<file path="src/rtl/fetch_byte_feeder.sv">
`default_nettype none
// +--------------------------------------------------------------------------+
// | Module   : fetch_byte_feeder                                             |
// | Purpose  : Instruction byte source for the fetch phases. Reads aligned   |
// |            32-bit words from instruction memory, buffers them and hands  |
// |            out one instruction byte per cycle together with its byte     |
// |            address over a valid/ready handshake. A redirect flushes the  |
// |            buffer and restarts streaming at any byte address.            |
// | Macro    : FEEDER_PREFETCH_EN - when defined the word buffer holds two   |
// |            entries and the next word is fetched while the head word is   |
// |            still being consumed (1 byte/cycle sustained). When undefined |
// |            the buffer holds one word and a fetch starts only once the    |
// |            buffer is drained (4 bytes per 6 cycles sustained).           |
// | Ports    : clk, rstn (async, active-low)                                 |
// |            redirect, redirect_pc  - restart stream at a byte address     |
// |            mem_req, mem_addr      - registered word read request         |
// |            mem_rdata              - read data, one cycle after mem_req   |
// |            inst, pc, inst_valid   - current byte, its address, valid     |
// |            inst_ready             - consumer accepts the current byte    |
// | Revision : 1.0 - initial release                                         |
// +--------------------------------------------------------------------------+
module fetch_byte_feeder #(
  parameter int ADDR_W = 32
) (
  input  logic              clk,
  input  logic              rstn,
  input  logic              redirect,
  input  logic [ADDR_W-1:0] redirect_pc,
  output logic              mem_req,
  output logic [ADDR_W-1:0] mem_addr,
  input  logic [31:0]       mem_rdata,
  output logic [7:0]        inst,
  output logic [ADDR_W-1:0] pc,
  output logic              inst_valid,
  input  logic              inst_ready
);

`ifdef FEEDER_PREFETCH_EN
  localparam logic [2:0] c_BUF_N = 3'd2;
`else
  localparam logic [2:0] c_BUF_N = 3'd1;
`endif

  // Word addresses are kept without the two always-zero byte bits.
  localparam int                c_WA_W   = ADDR_W - 2;
  localparam logic [c_WA_W-1:0] c_WA_ONE = {{(c_WA_W-1){1'b0}}, 1'b1};

  typedef enum logic [0:0] {
    ST_IDLE = 1'b0,
    ST_RUN  = 1'b1
  } state_t;

  // --------------------------------------------------------------------------
  // State
  // --------------------------------------------------------------------------
  state_t              r_state;
  logic                r_mem_req;
  logic [c_WA_W-1:0]   r_mem_waddr;
  logic [c_WA_W-1:0]   r_fa;          // next sequential fetch word address
  logic                r_epoch;       // flips on every redirect
  logic                r_pend;        // a response is on mem_rdata this cycle
  logic                r_pend_epoch;  // epoch the pending request was issued in

  logic [1:0]          r_count;       // words held in the buffer
  logic [1:0]          r_ofs;         // byte offset into the head word
  logic [31:0]         r_h_data;      // head word
  logic [c_WA_W-1:0]   r_h_waddr;
`ifdef FEEDER_PREFETCH_EN
  logic [31:0]         r_t_data;      // second (tail) word
  logic [c_WA_W-1:0]   r_t_waddr;
`endif

  // --------------------------------------------------------------------------
  // Handshake, buffer occupancy and request decision
  // --------------------------------------------------------------------------
  logic       w_run;
  logic       w_valid;
  logic       w_xfer;
  logic       w_pop;
  logic       w_rsp_ok;
  logic       w_push;
  logic [1:0] w_keep;
  logic [2:0] w_level;
  logic       w_req;

  always_comb begin
    w_run    = (r_state == ST_RUN);
    w_valid  = w_run && (r_count != 2'd0);
    w_xfer   = w_valid && inst_ready;
    // Consuming the last byte of the head word retires that word.
    w_pop    = w_xfer && (r_ofs == 2'd3);
    // Responses to requests issued before the latest redirect are dropped.
    w_rsp_ok = r_pend && (r_pend_epoch == r_epoch);
    w_push   = w_rsp_ok && !redirect;
    w_keep   = r_count - {1'b0, w_pop};
    // Words that will be held after this edge, counting the arriving one.
    w_level  = {1'b0, w_keep} + {2'b00, w_rsp_ok};
    // Only one request outstanding at a time: never issue back to back, and
    // an arriving response is already accounted for in w_level.
    w_req    = w_run && !r_mem_req && (w_level < c_BUF_N);
  end

  // --------------------------------------------------------------------------
  // Control FSM and memory request generation
  // --------------------------------------------------------------------------
  always_ff @(posedge clk or negedge rstn) begin
    if (!rstn) begin
      r_state      <= ST_IDLE;
      r_mem_req    <= 1'b0;
      r_mem_waddr  <= '0;
      r_fa         <= '0;
      r_epoch      <= 1'b0;
      r_pend       <= 1'b0;
      r_pend_epoch <= 1'b0;
    end else begin
      // The epoch seen while mem_req is high is the epoch of that request; a
      // redirect in that same cycle flips r_epoch so the response mismatches.
      r_pend       <= r_mem_req;
      r_pend_epoch <= r_epoch;

      case (r_state)
        ST_IDLE: begin
          r_mem_req <= 1'b0;
          if (redirect) begin
            r_state     <= ST_RUN;
            r_epoch     <= ~r_epoch;
            r_mem_req   <= 1'b1;
            r_mem_waddr <= redirect_pc[ADDR_W-1:2];
            r_fa        <= redirect_pc[ADDR_W-1:2] + c_WA_ONE;
          end
        end

        ST_RUN: begin
          if (redirect) begin
            // Restart immediately, regardless of any request in flight.
            r_epoch     <= ~r_epoch;
            r_mem_req   <= 1'b1;
            r_mem_waddr <= redirect_pc[ADDR_W-1:2];
            r_fa        <= redirect_pc[ADDR_W-1:2] + c_WA_ONE;
          end else if (w_req) begin
            r_mem_req   <= 1'b1;
            r_mem_waddr <= r_fa;
            r_fa        <= r_fa + c_WA_ONE;
          end else begin
            r_mem_req   <= 1'b0;
          end
        end

        default: begin
          r_state   <= ST_IDLE;
          r_mem_req <= 1'b0;
        end
      endcase
    end
  end

  // --------------------------------------------------------------------------
  // Word buffer and byte offset
  // --------------------------------------------------------------------------
  // r_mem_waddr still holds the address of the request while its response is
  // on mem_rdata: a new request can only be launched at the end of that cycle,
  // and a redirect in between makes the response stale anyway.
  always_ff @(posedge clk or negedge rstn) begin
    if (!rstn) begin
      r_count   <= 2'd0;
      r_ofs     <= 2'd0;
      r_h_data  <= '0;
      r_h_waddr <= '0;
`ifdef FEEDER_PREFETCH_EN
      r_t_data  <= '0;
      r_t_waddr <= '0;
`endif
    end else if (redirect) begin
      // Bytes below the target offset in the first word are skipped simply by
      // starting the offset there; later words start at 0 via wrap-around.
      r_count <= 2'd0;
      r_ofs   <= redirect_pc[1:0];
    end else begin
      if (w_xfer) begin
        r_ofs <= r_ofs + 2'd1;
      end
      r_count <= w_keep + {1'b0, w_push};

`ifdef FEEDER_PREFETCH_EN
      if (w_pop && (r_count == 2'd2)) begin
        r_h_data  <= r_t_data;
        r_h_waddr <= r_t_waddr;
      end
      if (w_push && (w_keep == 2'd1)) begin
        r_t_data  <= mem_rdata;
        r_t_waddr <= r_mem_waddr;
      end
`endif
      if (w_push && (w_keep == 2'd0)) begin
        r_h_data  <= mem_rdata;
        r_h_waddr <= r_mem_waddr;
      end
    end
  end

  // --------------------------------------------------------------------------
  // Outputs
  // --------------------------------------------------------------------------
  always_comb begin
    inst = r_h_data[7:0];
    case (r_ofs)
      2'd0:    inst = r_h_data[7:0];
      2'd1:    inst = r_h_data[15:8];
      2'd2:    inst = r_h_data[23:16];
      2'd3:    inst = r_h_data[31:24];
      default: inst = r_h_data[7:0];
    endcase
  end

  assign pc         = {r_h_waddr, r_ofs};
  assign inst_valid = w_valid;
  assign mem_req    = r_mem_req;
  assign mem_addr   = {r_mem_waddr, 2'b00};

endmodule
`default_nettype wire
</file>
<file path="config.mk">
export PLATFORM = sky130hd
export DESIGN_NAME = fetch_byte_feeder
export DESIGN_NICKNAME = d
export VERILOG_FILES = /design/src/rtl/fetch_byte_feeder.sv
export SDC_FILE = /design/constraint.sdc
export NUM_CORES = 1
export LEC_CHECK = 0
export CAP_MARGIN = 20
export CORE_MARGIN = 2
export CORE_UTILIZATION = 47
export CTS_CLUSTER_SIZE = 24
export DETAILED_ROUTE_END_ITERATION = 7
export PLACE_DENSITY = 0.75
export SLEW_MARGIN = 25
export SYNTH_ARGS = -nofsm -noshare
export SYNTH_HDL_FRONTEND = slang
export SYNTH_SLANG_ARGS = --single-unit
</file>
<file path="constraint.sdc">
create_clock -name clk -period 3 [get_ports clk]
set_clock_uncertainty 0.15 [all_clocks]
set_input_delay 0.75 -clock clk [delete_from_list [all_inputs] [get_ports clk]]
set_output_delay 0.75 -clock clk [all_outputs]
set_load 0.005 [all_outputs]
</file>
==> reports/results.ini <==
[status]
status=finished clean

[critical_path]
worst-endpoint-arrival_ns=3.04
critPathKind=input port to flop
path_common_cell=buf_4
reg2reg_from=r_count[1]
cp-endpoint=r_fa[13]
crit_slowest_cell=clkdlybuf4s50_1
end_kind=flop
cp_max_fo=2
crit_required_ns=3.12
start_kind=input port
r2r_end=r_fa[13]
startpoint=inst_ready
worst_r2r_path_depth=11
worst_path_largest_cell_delay_ns=0.43
path_cells=clkdlybuf4s50_1 -> and3_1 -> ha_1 -> inv_2 -> ha_4 -> buf_4 -> nor3_2 -> nand3_1 -> buf_4 -> nor3_1 -> a211oi_1
r2r_slack_ns=0.19

[power_and_ir_drop]
switching_share=0.312
power_mw=8.72
peakVddDrop_mv=0.488
p_leak_nw=3.96
combPwrFrac=0.392
powerDensity_nw_per_um2=938
power_frac_clock=0.250
p_int_mw=6.00
switchingPower_mw=2.72
seqPwrFrac=0.359

[layout]
drive_gt1_frac=0.126
areaGrowthSynthToFinish_pct=36.8
nets=893
final_area_um2=9300
final_core_util=0.665
instances_no_fill=1006

[clock_tree]
insertion_delay_ns=0.42
path_clk_slew_ns=0.06
clockBufferDepth=2
cts.sinks=131
cts_buffers=17
root_buffer=clkbuf_16
htreeDepth=4
postCtsHoldBufs=0
cts_tree=done

[detailed_routing]
wl_per_cell_um=18.0
dr.pass1.iters=7
routed_wl_um=18100
vias_per_cell=5.70
dr_total_vias=5731
detail_route.drc_violations=0
first_iter_violations=550
postRouteAntennaNets=0

[worst_hold_path]
hp-class=input port to asynchronous set/reset pin

[placement]
io_buffers=139
dpl.cell_count=974
dp_slack_ns=-0.462
detailedPlacementHpwl_um=12600
placed_area_um2=8570
gp_congestion=0.907

[timing]
slew_headroom=0.649
fmax_mhz=343
setup_viol=0
setup_ws_ns=0.0814
drv_slew=0
whs_ns=0.136
hold_viol=0
post-route-period-util=0.973
fin_crit_ns=2.92
finalSetupTns_ns=0
worst_pin_slew_ns=0.523

[logic_synthesis]
synth_most_common_cell=dfrtp_1
synthCells=654
synth_ff_type=dfrtp_1
synth_top_area_frac=0.482
ys.warnings.count=0
ys_async_sr_fraction=1.00
synth-seq-cells=131
syn_area_per_cell_um2=10.4
synth_area_um2=6800
synth_common_cells=131 x dfrtp_1, 80 x nand2_1, 61 x mux2_1, 56 x nor2_1, 28 x a31oi_1
synth.area.top_cells=dfrtp_1 48%, mux2_1 10%, nand2_1 4.4%
yosysSeqAreaShare=0.482
synth_edf_count=0
ys_types=55
synth_top_cell_by_area=dfrtp_1

[global_route]
grt_pass1_vias=5900
grt_max_degree=55
grt_use_met1=0.303
gr-usage-met3=0.0546
antenna_found_initial=1
grt_overflow_total=0
grt_pass1_wl_um=29500
grtUsageTotal=0.236
grt.met2_usage=0.386
top_usage_layer=met2

[die]
rows=43
die_w_um=124
initial_core_util=0.486
ioPinCount=142
die_area_um2=15400
core_area_um2=14000
die_y_um=124

[run]
cap_violations=0

-- worst min-delay path by stage --
stage,startpoint,endpoint,slack (ns),cells after the start
3_3_place_gp,r_epoch,r_pend_epoch,0.27,0
3_5_place_dp,r_epoch,r_pend_epoch,0.28,0
6_report,rstn,r_fa[1],0.14,1
5_1_grt,rstn,r_fa[1],0.18,1
2_1_floorplan,r_epoch,r_pend_epoch,0.26,0
4_1_cts,rstn,r_h_waddr[3],0.16,1
-- timing repair --
| action | in CTS | in global routing |
|---|---|---|
| gates resized for setup | 10 | 16 |
| pin swaps | 4 | 5 |
| setup buffers | 1 | 2 |
| setup endpoints to repair | 9 | 46 |
-- cells in the final DEF (no fill, tap or decap), types with 15 or more instances in the layout --
cell type / netlist / layout
clkbuf_16: 0 / 17
nor2_1: 56 / 56
mux2i_1: 23 / 23
clkdlybuf4s50_1: 0 / 129
mux2_1: 61 / 61
o21ai_0: 15 / 15
nand2_1: 80 / 80
xnor2_1: 26 / 26
nand3_1: 17 / 17
a31oi_1: 28 / 28
inv_1: 19 / 17
xor2_1: 16 / 16
a21oi_1: 17 / 16
buf_4: 2 / 37
dfrtp_1: 131 / 129
nand4_1: 15 / 15
-- logic make-up after synthesis --
logic type	share of synthesized area
buffers and inverters	0.0432
AO/OA/AOI/OAI	0.0867
adder cells (fa/ha/maj)	0.0166
XOR/XNOR	0.0565
multiplexers	0.138
flip-flops	0.482
other	0.000551
AND/OR/NAND/NOR	0.176
-- power by group through the flow --
stage | logic, mW | registers, mW | clock network [mW]
after CTS | 3.37 | 3.13 | 2.20
after floorplan | 1.65 | 3.02 | 0
after global placement | 3.23 | 3.08 | 0
after detailed placement | 3.34 | 3.14 | 0
final | 3.42 | 3.13 | 2.18
after global routing | 3.72 | 3.24 | 2.28
-- sequential cells by signal (all words and copies together) (netlist names) --
register	cells
r_state	1
r_h_data	32
r_fa	30
r_ofs	2
r_pend	1
r_h_waddr	30
mem_req	1
r_count	2
r_mem_waddr	30
r_epoch	1
r_pend_epoch	1
-- per-layer routing --
layer,wire length [um],part of all wire
met1,7460,0.41
met2,8950,0.49
met3,1140,0.063
met4,537,0.030
met5,0,0
-- cell type report --
class / count / area (um^2)
multi-input combinational: 463 / 3310
tap: 180 / 225
timing repair buffer: 183 / 1790
inverter: 20 / 75.1
clock inverter: 5 / 125
fill: 1050 / 4690
sequential: 131 / 3280
clock buffer: 23 / 488
antenna: 1 / 2.50
-- critical path, delay by kind of cell --
family | cells | cell delay [ns]
AO/OA/AOI/OAI | 1 | 0.09
adder cells (fa/ha/maj) | 2 | 0.52
AND/OR/NAND/NOR | 4 | 0.84
buffers and inverters | 4 | 0.84
(Power assumes the default switching activity.)
==> variant 1: new RTL, same settings <==
Reset style: synchronous (`rstn`), changed in 2 clocked blocks. Comments in the files are not updated.
--- a/src/rtl/fetch_byte_feeder.sv
+++ b/src/rtl/fetch_byte_feeder.sv
@@ -103,7 +103,7 @@
   // --------------------------------------------------------------------------
   // Control FSM and memory request generation
   // --------------------------------------------------------------------------
-  always_ff @(posedge clk or negedge rstn) begin
+  always_ff @(posedge clk) begin
     if (!rstn) begin
       r_state      <= ST_IDLE;
       r_mem_req    <= 1'b0;
@@ -160,7 +160,7 @@
   // r_mem_waddr still holds the address of the request while its response is
   // on mem_rdata: a new request can only be launched at the end of that cycle,
   // and a redirect in between makes the response stale anyway.
-  always_ff @(posedge clk or negedge rstn) begin
+  always_ff @(posedge clk) begin
     if (!rstn) begin
       r_count   <= 2'd0;
       r_ofs     <= 2'd0;
Check against the original RTL: differs if rstn is asserted again (counterexample within 4 cycles, from zero or initial values and one cycle with rstn low); with rstn held inactive, the same outputs for 4 cycles.
==> variant 1 against the unedited design <==
Critical path type is now reg2reg. Highest routed layer unchanged. Synthesized area down 4.4%. Design area is 2.4% higher. Sequential cell count stayed put. Worst setup slack worse by 0.021 ns. Maximum frequency decreased by 0.72%. Largest cell class unchanged. Core utilization is 4.6 points higher. Wire length increased by 23%.
Power is not compared: it rests on default switching activity, and its combinational part moved more than twofold at a synthesized area within 25%.
==> variant 1: results (changes against the unedited design) <==
outcome: "completed"  # unchanged
htree_levels: 4  # unchanged
vdd_drop_max_mv: 0.363
cts_hold_buf: 0  # unchanged
path_delay_family: "simple AND/OR/NAND/NOR gates"  # was buffers and inverters
diodes: 0  # was 1
drv_slew: 0  # unchanged
grt_pass1_vias: 6517  # was 5900
worstMarginPinSlew_ns: 0.632  # was 0.523 ns
p_sw_frac: 0.255
root_buffer: "clkbuf_16"  # unchanged
vias: 7201  # was 5731
drtPass1Iterations: 7  # unchanged
dpl_cell_area_um2: 8550  # was 8570 µm²
drtIter0Drc: 949  # was 550
insertion_delay_ns: 0.42  # about the same
synthArstFlopShare: 0  # was 1.00
fillers: 1064  # was 1050
synth.area.top_cells: "dfxtp_1 (40%), nand2_1 (12%), a21oi_1 (6.8%), a311oi_1 (4.4%), nor2_1 (3.2%)"  # was dfrtp_1 (48%), mux2_1 (10%), nand2_1 (4.4%), mux2i_1 (3.4%), xnor2_1 (3.3%)
crit_fanout: 8  # was 2
ys.flop_type: "dfxtp_1"  # was dfrtp_1
max_stage_delay_ns: 0.51  # was 0.43 ns
grt_pass1_wl_mm: 34.1  # was 29.5 mm
cts_buffer_depth: 2  # unchanged
cp_slowest_cell: "or4b_4"  # was clkdlybuf4s50_1
cts_buffers: 17  # unchanged
min_path_type: "reg2reg"  # was in2async
place.gp.congestion: 0.942  # was 0.907
nets: 1108  # was 893
ys_types: 56  # was 55
arrival_ns: 3.12  # was 3.04 ns
wl_per_cell_um: 18.2  # was 18.0 µm
grtUsageTotal: 0.292  # was 0.236
synth_commonest_cells: "nand2_1 (213), dfxtp_1 (131), a21oi_1 (88), nor2_1 (55), clkbuf_1 (54)"  # was dfrtp_1 (131), nand2_1 (80), mux2_1 (61), nor2_1 (56), a31oi_1 (28)
antenna_found_initial: 0  # was 1
drive_gt1_frac: 0.160  # was 0.126
yosysSeqAreaShare: 0.403  # was 0.482
io_buffers: 139  # unchanged
largest_register_ffs: 32  # unchanged
largest-register: "r_h_data"  # unchanged
grt_start_max_net_pins: 63  # was 55
dpl.hpwl_mm: 14.8  # was 12.6 mm
variant 1: cell count changes in the layout (fill, tap and decap cells not counted), sizes merged, moves of 8 or more:
cell    change
o21ai       +8
buf        +45
dfxtp     +131
dfrtp     -131
nand2     +133
mux2i      -15
a311oi     +33
a21oi      +71
xor2        -8
mux2       -63
nand3       +9
a31oi      -21
variant 1: worst paths after layout:
check                from      endpoint  slack, ns  depth (start not counted)
max            r_count[1]      r_fa[20]       0.06                         12
min reg2reg  r_h_waddr[1]  r_h_waddr[1]       0.30                          2
min          r_h_waddr[1]  r_h_waddr[1]       0.30                          2
max reg2reg    r_count[1]      r_fa[20]       0.06                         12
variant 1: through the flow:
step	utilization	instances	setup WS, ns	TNS [ns]	total power (µW)
after floorplan	-	849	0.00637	0	2250
after global placement	0.638	1176	-0.604	-48.37	2630
after detailed placement	0.638	1176	-0.647	-50.93	2640
after CTS	0.694	1213	-0.0157	-0.0176	4780
after global routing	0.710	1220	-0.103	-0.195	4990
final	0.710	1220	0.0604	0	4830
variant 1: power groups by stage:
stage,Sequential [µW],Clock [µW],Combinational (µW)
6_report,1940,2120,771
5_1_grt,1950,2210,828
4_1_cts,1930,2130,722
3_5_place_dp,1970,0,672
3_3_place_gp,1970,0,665
2_1_floorplan,1940,0,312
variant 1: layout make-up:
cell class                 count  area, µm²  area share
clock inverter                 8        125      0.0131
multi-input combinational    630       3680       0.386
inverter                      19       71.3     0.00749
clock buffer                  24        472      0.0495
sequential                   131       2630       0.276
tap                          176        220      0.0231
timing repair buffer         232       2330       0.245
variant 1: what timing repair did:
item,CTS,global route
endpoints found under the setup margin,64,63
setup buffers,2,5
pin swaps,10,34
resized for setup,29,34
cloned,3,3
variant 1: worst min-delay path: stages, from the launching register on:
cell     delay (ns)
dfxtp_1        0.31
nand2_1        0.05
a21oi_1        0.05
variant 1: kinds of logic (layout without fill, tap and decap cells):
logic type | count (synthesis) | count (layout) | share of synthesized area
xor+xnor | 30 | 30 | 0.0404
buf+inv | 88 | 283 | 0.0550
other cells | 1 | 2 | 0.000577
compound gates | 201 | 201 | 0.203
flops | 131 | 131 | 0.403
simple gates | 380 | 380 | 0.268
fa+ha+maj | 9 | 9 | 0.0173
mux | 8 | 8 | 0.0123
variant 1: routing by layer:
| metal | GRT usage | part of all wire |
|---|---|---|
| met4 | 0.0948 | 0.018 |
| met5 | 0 | 0 |
| met1 | 0.409 | 0.43 |
| met3 | 0.0669 | 0.090 |
| met2 | 0.447 | 0.46 |
==> variant 2: new RTL, config.mk and constraints unchanged <==
Made on the original files. The option `FEEDER_PREFETCH_EN` is turned on by a define.
--- a/src/rtl/fetch_byte_feeder.sv
+++ b/src/rtl/fetch_byte_feeder.sv
@@ -19,6 +19,8 @@
 // |            inst_ready             - consumer accepts the current byte    |
 // | Revision : 1.0 - initial release                                         |
 // +--------------------------------------------------------------------------+
+`define FEEDER_PREFETCH_EN
+
 module fetch_byte_feeder #(
   parameter int ADDR_W = 32
 ) (
Function: changed (Yosys sat finds a counterexample within 4 cycles, from zero or initial values and one cycle with rstn low).
==> variant 2 against the unedited design <==
Register-to-register slack improved by 0.04 ns. Non-clock buffer count rose by 21. Clock power up 2%. Die area increased by 39%. Total power up 30%. Wire length is 29% higher. Worst hold slack worse by 0.079 ns. Critical path depth down 6. Synthesized area grew 40%. Design area increased by 32%. Worst setup slack got worse by 0.013 ns. Sequential cell count up 62. Largest cell class is now registers.
==> variant 2: results (changes against the unedited design) <==
io_buffers: 139  # unchanged
intPower_uw: 7390  # was 6000 µW
grt_pass1_vias: 7267  # was 5900
reg2reg_depth: 9  # was 11
nets: 1168  # was 893
grtUsageTotal: 0.221  # was 0.236
drtIter0Drc: 465  # was 550
p_leak_uw: 0.00549  # was 0.00396 µW
dpl.hpwl_mm: 16.6  # was 12.6 mm
clk_pin_slew_worst_paths_ns: 0.08  # was 0.06 ns
reg.largest.list: "r_h_data: 32 flops, r_t_data: 32 flops"
vdd_drop_max_mv: 0.434  # was 0.488 mV
r2r-end: "r_fa[29]"  # was r_fa[13]
grt_start_max_net_pins: 71  # was 55
grt_pass1_wl_mm: 38.1  # was 29.5 mm
outcome: "completed"  # unchanged
antenna_found_initial: 0  # was 1
period_share: 0.977  # was 0.973
diodes: 0  # was 1
ff2ff_setup_slack_ns: 0.23  # was 0.19 ns
viasPerCell: 5.49  # was 5.70
ys_types: 45  # was 55
synth_commonest_cells: "dfrtp_1 (193), nor2_1 (110), nand2_1 (90), mux2i_1 (87), a21oi_1 (77)"  # was dfrtp_1 (131), nand2_1 (80), mux2_1 (61), nor2_1 (56), a31oi_1 (28)
place.gp.congestion: 0.893  # was 0.907
arrival_ns: 2.03  # was 3.04 ns
fillers: 1612  # was 1050
wl_per_cell_um: 17.0  # was 18.0 µm
yosysSeqAreaShare: 0.506  # was 0.482
crit_fanout: 8  # was 2
drive_gt1_frac: 0.164  # was 0.126
drtPass1Iterations: 6  # was 7
synth.area.top_cells: "dfrtp_1 (51%), mux2i_1 (9.1%), mux2_2 (7.5%), nor2_1 (4.3%), a21oi_1 (4.0%)"  # was dfrtp_1 (48%), mux2_1 (10%), nand2_1 (4.4%), mux2i_1 (3.4%), xnor2_1 (3.3%)
[variant 2: cell count changes after synthesis, moves of 12 or more]
cell      unedited run  this run
dfrtp_1            131       193
mux2_1              61         0
clkbuf_1            19        36
mux2i_1             23        87
buf_2               10        22
mux2_2               2        64
nor2_1              56       110
a21oi_1             17        77
[variant 2: layout make-up]
| class | instances | area, µm² | share of cell area |
|---|---|---|---|
| flip-flops and latches | 193 | 4830 | 0.392 |
| multi-input cells | 656 | 4430 | 0.360 |
| repair buffers | 204 | 2060 | 0.167 |
| clock buffers | 18 | 429 | 0.0349 |
| well taps | 270 | 338 | 0.0274 |
| clock inverters | 14 | 141 | 0.0115 |
| inverters | 21 | 78.8 | 0.00640 |
[variant 2: per-layer routing]
layer | GRT usage | share of wire | vias to the layer above
met5 | 0 | 0 | -
met4 | 0.0505 | 0.0097 | 0
met3 | 0.0378 | 0.047 | 21
met2 | 0.361 | 0.48 | 200
met1 | 0.310 | 0.46 | 3735
li1 | - | - | 3604
[variant 2: power by group through the flow]
stage / clock network (µW) / logic (µW) / registers [µW]
after floorplan: 0 / 2660 / 4410
after global placement: 0 / 4450 / 4560
after detailed placement: 0 / 4580 / 4600
after CTS: 2260 / 4610 / 4570
after global routing: 2370 / 5040 / 4730
final: 2220 / 4580 / 4570
[variant 2: cell families after synthesis]
kind of cell | Yosys count | synth area share
muxes | 151 | 0.167
xor gates and xnor gates | 45 | 0.0420
adders and majority gates | 7 | 0.00917
and+or+nand+nor | 303 | 0.146
other | 1 | 0.000392
AOI/OAI and AO/OA | 148 | 0.0932
DFF | 193 | 0.506
buffers and inverters | 85 | 0.0371
[variant 2: worst max-delay path by stage]
stage / from / to / slack [ns] / depth (start not counted)
after detailed placement: inst_ready / r_fa[29] / -0.33 / 9
final: r_ofs[0] / inst[5] / 0.07 / 5
after global placement: inst_ready / r_fa[29] / -0.31 / 9
after CTS: r_ofs[1] / inst[6] / -0.12 / 5
after floorplan: r_ofs[1] / r_t_data[0] / 0.06 / 8
after global routing: inst_ready / r_fa[29] / -0.04 / 9
[variant 2: critical path, stage by stage (launching register included)]
cell           delay (ns)
dfrtp_2              0.45
ha_1                 0.23
buf_4                0.17
a222oi_1             0.29
mux2i_1              0.16
dlygate4sd2_1        0.29
[variant 2: through the flow]
step	total power, µW	util	std cells	worst slack, ns	hold WS [ns]
finish	11400	0.612	1376	0.0686	0.0578
global route	12100	0.612	1376	-0.0360	0.0616
CTS	11400	0.610	1375	-0.121	0.0558
detailed placement	9180	0.581	1342	-0.333	0.279
global placement	9010	0.581	1342	-0.313	0.273
floorplan	7070	-	934	0.0627	0.258
[variant 2: repair_timing]
action | 4_1_cts | 5_1_grt
pin swaps | 4 | 5
buffers inserted | 1 | 1
gates resized for setup | 11 | 10
setup endpoints to repair | 8 | 35
